File: config.mk
export PLATFORM = sky130hd
export DESIGN_NAME = flag_stack_flat
export DESIGN_NICKNAME = d
export VERILOG_FILES = /design/src/rtl/flag_stack_if.sv /design/src/rtl/flag_stack.sv /design/src/flat_wrapper.sv
export SDC_FILE = /design/constraint.sdc
export NUM_CORES = 1
export LEC_CHECK = 0
export ABC_AREA = 0
export CORE_MARGIN = 8
export CORE_UTILIZATION = 46
export CTS_CLUSTER_DIAMETER = 100
export DETAILED_ROUTE_END_ITERATION = 8
export GPL_ROUTABILITY_DRIVEN = 0
export GPL_TIMING_DRIVEN = 0
export PLACE_DENSITY = 0.74
export SKIP_LAST_GASP = 1
export SLEW_MARGIN = 0
export SYNTH_ARGS = -nofsm -noshare
export SYNTH_HDL_FRONTEND = slang
export SYNTH_SLANG_ARGS = --single-unit
File: constraint.sdc
create_clock -name clk -period 3.1 [get_ports clk]
set_input_delay 0.62 -clock clk [delete_from_list [all_inputs] [get_ports clk]]
set_output_delay 0.62 -clock clk [all_outputs]
set_load 0.05 [all_outputs]
File: src/rtl/flag_stack_if.sv
// flag_stack bus: ALU flag update, stack control,
// and the registered flag/stack status returned to the sequencer.
interface flag_stack_if #(
   parameter int FLAG_W = 4,
   parameter int DEPTH  = 4,
   parameter int CNT_W  = $clog2(DEPTH + 1)
);
   logic [FLAG_W-1:0] flags_in;
   logic [FLAG_W-1:0] write_mask;
   logic              write_enable;
   logic              push;
   logic              pop;
   logic              err_clear;

   logic [FLAG_W-1:0] flags_out;
   logic              carry_out;
   logic              zero_out;
   logic [CNT_W-1:0]  count;
   logic              full;
   logic              empty;
   logic              overflow_err;
   logic              underflow_err;

   modport master (
      output flags_in,
      output write_mask,
      output write_enable,
      output push,
      output pop,
      output err_clear,
      input  flags_out,
      input  carry_out,
      input  zero_out,
      input  count,
      input  full,
      input  empty,
      input  overflow_err,
      input  underflow_err
   );

   modport slave (
      input  flags_in,
      input  write_mask,
      input  write_enable,
      input  push,
      input  pop,
      input  err_clear,
      output flags_out,
      output carry_out,
      output zero_out,
      output count,
      output full,
      output empty,
      output overflow_err,
      output underflow_err
   );
endinterface

File: src/rtl/flag_stack.sv
// Status flag register with masked update and a LIFO
// save/restore stack for subroutine calls and interrupts.
module flag_stack #(
   parameter int FLAG_W = 4,
   parameter int DEPTH  = 4,
   parameter int CNT_W  = $clog2(DEPTH + 1)
) (
   input logic         clk,
   input logic         bReset,
   flag_stack_if.slave bus
);

   localparam int IDX_W = (DEPTH > 1) ? $clog2(DEPTH) : 1;

   logic [FLAG_W-1:0] flags_q;
   logic [FLAG_W-1:0] flags_d;
   logic [CNT_W-1:0]  cnt_q;
   logic [CNT_W-1:0]  cnt_d;
   logic              ovf_q;
   logic              ovf_d;
   logic              unf_q;
   logic              unf_d;

   logic [FLAG_W-1:0] stack [DEPTH];

   logic              is_full;
   logic              is_empty;
   logic              do_push;
   logic              do_pop;
   logic              push_ok;
   logic              pop_ok;
   logic [IDX_W-1:0]  wr_idx;
   logic [IDX_W-1:0]  rd_idx;
   logic [FLAG_W-1:0] masked;

   assign is_full  = (cnt_q == CNT_W'(DEPTH));
   assign is_empty = (cnt_q == '0);

   // push together with pop cancels out as a save-then-restore
   assign do_push = bus.push & ~bus.pop;
   assign do_pop  = bus.pop & ~bus.push;
   assign push_ok = do_push & ~is_full;
   assign pop_ok  = do_pop & ~is_empty;

   assign wr_idx = IDX_W'(cnt_q);
   assign rd_idx = IDX_W'(cnt_q - CNT_W'(1));

   assign masked = (bus.flags_in & bus.write_mask)
                 | (flags_q & ~bus.write_mask);

   always_comb begin
      flags_d = flags_q;
      cnt_d   = cnt_q;
      if (pop_ok) begin
         flags_d = stack[rd_idx];
         cnt_d   = cnt_q - CNT_W'(1);
      end else begin
         if (bus.write_enable) begin
            flags_d = masked;
         end
         if (push_ok) begin
            cnt_d = cnt_q + CNT_W'(1);
         end
      end
   end

   // a new error in the clearing cycle keeps the bit set
   always_comb begin
      ovf_d = ovf_q & ~bus.err_clear;
      unf_d = unf_q & ~bus.err_clear;
      if (do_push && is_full) begin
         ovf_d = 1'b1;
      end
      if (do_pop && is_empty) begin
         unf_d = 1'b1;
      end
   end

   always_ff @(posedge clk) begin
      if (bReset) begin
         flags_q <= '0;
         cnt_q   <= '0;
         ovf_q   <= 1'b0;
         unf_q   <= 1'b0;
      end else begin
         flags_q <= flags_d;
         cnt_q   <= cnt_d;
         ovf_q   <= ovf_d;
         unf_q   <= unf_d;
      end
   end

   always_ff @(posedge clk) begin
      if (!bReset && push_ok) begin
         stack[wr_idx] <= flags_q;
      end
   end

   assign bus.flags_out     = flags_q;
   assign bus.carry_out     = flags_q[0];
   assign bus.zero_out      = flags_q[1];
   assign bus.count         = cnt_q;
   assign bus.full          = is_full;
   assign bus.empty         = is_empty;
   assign bus.overflow_err  = ovf_q;
   assign bus.underflow_err = unf_q;

endmodule

File: src/flat_wrapper.sv
// flat-port wrapper written by rule: the top's interface ports become plain ports
module flag_stack_flat 
#(
   parameter int FLAG_W = 4,
   parameter int DEPTH  = 4,
   parameter int CNT_W  = $clog2(DEPTH + 1)
)
  (clk, bReset, bus_flags_in, bus_write_mask, bus_write_enable, bus_push, bus_pop, bus_err_clear, bus_flags_out, bus_carry_out, bus_zero_out, bus_count, bus_full, bus_empty, bus_overflow_err, bus_underflow_err);
  flag_stack_if #(.FLAG_W(FLAG_W), .DEPTH(DEPTH), .CNT_W(CNT_W)) bus_i ();
  input logic clk;
  input logic bReset;
  input wire logic [$bits(bus_i.flags_in)-1:0] bus_flags_in;
  input wire logic [$bits(bus_i.write_mask)-1:0] bus_write_mask;
  input wire logic [$bits(bus_i.write_enable)-1:0] bus_write_enable;
  input wire logic [$bits(bus_i.push)-1:0] bus_push;
  input wire logic [$bits(bus_i.pop)-1:0] bus_pop;
  input wire logic [$bits(bus_i.err_clear)-1:0] bus_err_clear;
  output wire logic [$bits(bus_i.flags_out)-1:0] bus_flags_out;
  output wire logic [$bits(bus_i.carry_out)-1:0] bus_carry_out;
  output wire logic [$bits(bus_i.zero_out)-1:0] bus_zero_out;
  output wire logic [$bits(bus_i.count)-1:0] bus_count;
  output wire logic [$bits(bus_i.full)-1:0] bus_full;
  output wire logic [$bits(bus_i.empty)-1:0] bus_empty;
  output wire logic [$bits(bus_i.overflow_err)-1:0] bus_overflow_err;
  output wire logic [$bits(bus_i.underflow_err)-1:0] bus_underflow_err;
  assign bus_i.flags_in = bus_flags_in;
  assign bus_i.write_mask = bus_write_mask;
  assign bus_i.write_enable = bus_write_enable;
  assign bus_i.push = bus_push;
  assign bus_i.pop = bus_pop;
  assign bus_i.err_clear = bus_err_clear;
  assign bus_flags_out = bus_i.flags_out;
  assign bus_carry_out = bus_i.carry_out;
  assign bus_zero_out = bus_i.zero_out;
  assign bus_count = bus_i.count;
  assign bus_full = bus_i.full;
  assign bus_empty = bus_i.empty;
  assign bus_overflow_err = bus_i.overflow_err;
  assign bus_underflow_err = bus_i.underflow_err;
  flag_stack #(.FLAG_W(FLAG_W), .DEPTH(DEPTH), .CNT_W(CNT_W)) u_core (.clk(clk), .bReset(bReset), .bus(bus_i));
endmodule
==> run summary <==
Worst-path fanout max -> 5
LEAKAGE -> 0.532 nW
Startpoint Class -> flip-flop
Worst vdd ir -> 0.000424 V
Synth Warn # -> 0
Met2 usage -> 0.212
Clock root buffer -> clkbuf_4
Area grow syn2layout -> 26.3%
Global Route met1 Usage -> 0.123
Largest delay contributor family on the critical path -> buffers and inverters
Area occupied by multi-input gates -> 439 µm²
Synthesis-stage register bit count -> 25
Max transition margin -> 0.637
Final Hold Viols -> 0
CTS Buf Count -> 3
Fraction of layout cells with a size suffix above 1 -> 0.115
Setup bufs post-CTS -> 0
Full die area -> 0.00442 mm²
Most Used Layer, Global Route -> met2
Top FF cell, synth -> edfxtp_1
Post-synth EDFFs -> 16
Sink Count -> 25
Post-CTS sizing -> 0
Synthesized area per cell -> 12.5 µm²
RSZ-0062 raised after global routing -> false
CTS tree -> built
Cell-by-cell trace of the critical path -> buf_6 -> inv_1 -> ha_1 -> ha_1 -> clkdlybuf4s50_1
Most frequent cells after synthesis -> edfxtp_1, nand2_1, dfxtp_1, nor2_1
Max Cap Viol -> 0
Post-Route WL -> 2430 µm
Cts hold-fix bufs -> 0
Post-DP HPWL -> 1860 µm
Clock skew -> 0.00542 ns
Max Transition Viols Final -> 0
Via count -> 809
WHS -> 0.515 ns
CTS Buffer Depth -> 2
Min-delay worst type -> flip-flop to flip-flop
Worst setup EP type -> primary output
Drt first-iter violations -> 21
Port buffer count -> 24
Vias in the first global route -> 853
Antenna cell count -> 0
Post-synth net total -> 114
Crit-path most repeated cell -> ha_1
Syn Inst Count -> 94
Library cells used by synthesis -> 28
Via density per instance -> 5.32
Final setup viols -> 0
Setup CP Type -> flip-flop to primary output
Setup TNS -> 0 ns
Clk_lat worst skew -> 0.32 ns
Fmax -> 0.354 GHz
Seq/Total Area, Yosys -> 0.564
GRT overflow -> 0
FF+latch area -> 661 µm²
Post-DRT Antenna Nets -> 0
Fill count -> 216
Top post-synthesis cells by area -> edfxtp_1, dfxtp_1, mux4_1
Initial antenna violation count -> 0
First-pass GRT wire length -> 3900 µm
Critical path buffers and inverters -> 3
Crit path required time -> 2.48 ns
NumNets Final -> 143
Clk slew on worst S/H paths -> 0.14 ns
Cell taking the most area after synthesis -> edfxtp_1
Worst endpoint data arrival time -> 2.21 ns
I/O pin total -> 27
GR Util All Layers -> 0.117
CP max stage cell -> clkdlybuf4s50_1
Status -> finished clean
Worst-margin pin slew -> 0.545 ns
Share of flip-flops with an asynchronous set or reset -> 0
Top-area cell type share of the netlist area -> 0.410
Starting Density -> 0.478
Crit path time final -> 2.83 ns
CP max stage delay -> 0.83 ns
Pwr per Cell Area -> 553 mW/mm²
Die Y -> 66.5 µm
FP Rows -> 18
Core ar. -> 0.00245 mm²
Overall die width -> 66.5 µm
H-tree depth -> 1
Drt wl/cell -> 16.0 µm
Most frequent cell after synthesis -> edfxtp_1
Met3 Use GR -> 0.0369
First drt pass iteration count -> 4
Mapped cell area -> 0.00117 mm²
Drt drc -> 0
Largest net degree at the start of global routing -> 16
Final worst path period share -> 0.912
## worst min-delay path, cell delays in order, from the launching register on
cell and delay (ns):
dfxtp_1 0.36, nand2_1 0.06, a221oi_1 0.06
## routing by layer
| metal | up-vias | part of all wire |
|---|---|---|
| met5 | - | 0 |
| met1 | 392 | 0.40 |
| met4 | 0 | 0.0062 |
| li1 | 395 | - |
| met2 | 20 | 0.53 |
| met3 | 2 | 0.059 |
## cells in the final DEF, fill, tap and decap left out
cell type,instances
and2_1,4
clkbuf_2,1
mux4_2,1
nor3b_1,1
edfxtp_1,16
mux4_1,3
a22oi_1,1
nand2_1,12
a21oi_1,1
nor2_1,8
buf_4,2
clkdlybuf4s50_1,24
a31oi_1,2
a21oi_2,1
nor2_2,1
clkbuf_4,3
clkinvlp_4,1
buf_6,2
and2b_2,1
clkbuf_1,1
ha_1,6
xnor2_1,1
a32oi_1,1
a311oi_1,3
a221oi_1,1
or3b_1,1
nand3_1,6
inv_1,6
buf_1,1
dfxtp_1,9
a311oi_2,1
## stage by stage
step                 util  instances  cell area [µm²]  worst slack (ns)  power (mW)
CTS                 0.603        152             1480             0.259       0.824
floorplan               -         94             1170             0.695       0.591
finish              0.603        152             1480             0.271       0.819
global route        0.603        152             1480             0.121       0.863
global placement    0.591        148             1450             0.622       0.675
detailed placement  0.591        148             1450             0.627       0.683
## final timing paths
path | start | to | slack (ns) | cells after the start
setup / recovery | u_core.bus.count[0]$_SDFFE_PP0P_ | bus_empty | 0.27 | 5
setup reg to reg | u_core.bus.count[0]$_SDFFE_PP0P_ | flip-flop | 1.09 | 8
hold reg to reg | u_core.bus.count[2]$_SDFFE_PP0P_ | u_core.bus.count[2]$_SDFFE_PP0P_ | 0.52 | 2
hold / removal | u_core.bus.count[2]$_SDFFE_PP0P_ | u_core.bus.count[2]$_SDFFE_PP0P_ | 0.52 | 2
## power breakdown
| group | leakage, nW | internal, mW | switching (mW) |
|---|---|---|---|
| Sequential | 0.222 | 0.377 | 0.0182 |
| Clock | 0.0139 | 0.0492 | 0.0988 |
| Combinational | 0.296 | 0.111 | 0.165 |
| Total | 0.532 | 0.537 | 0.282 |
## cell families (layout without fill, tap and decap cells)
group	after synthesis	count (layout)	synth area share
muxes	4	4	0.0864
DFF	25	25	0.563
xor gates and xnor gates	1	1	0.00747
and+or+nand+nor	34	34	0.138
buffers and inverters	13	41	0.0619
AOI/OAI and AO/OA	11	11	0.0790
adders and majority gates	6	6	0.0640
## layout make-up
type | count | share of cell area
plain buffers | 7 | 0.0338
clock buffers | 3 | 0.0152
multi-input cells | 56 | 0.297
repair buffers | 24 | 0.162
clock inverters | 1 | 0.00507
flip-flops and latches | 25 | 0.446
inverters | 6 | 0.0152
well taps | 30 | 0.0254
Power figures use the tool's default switching activity.
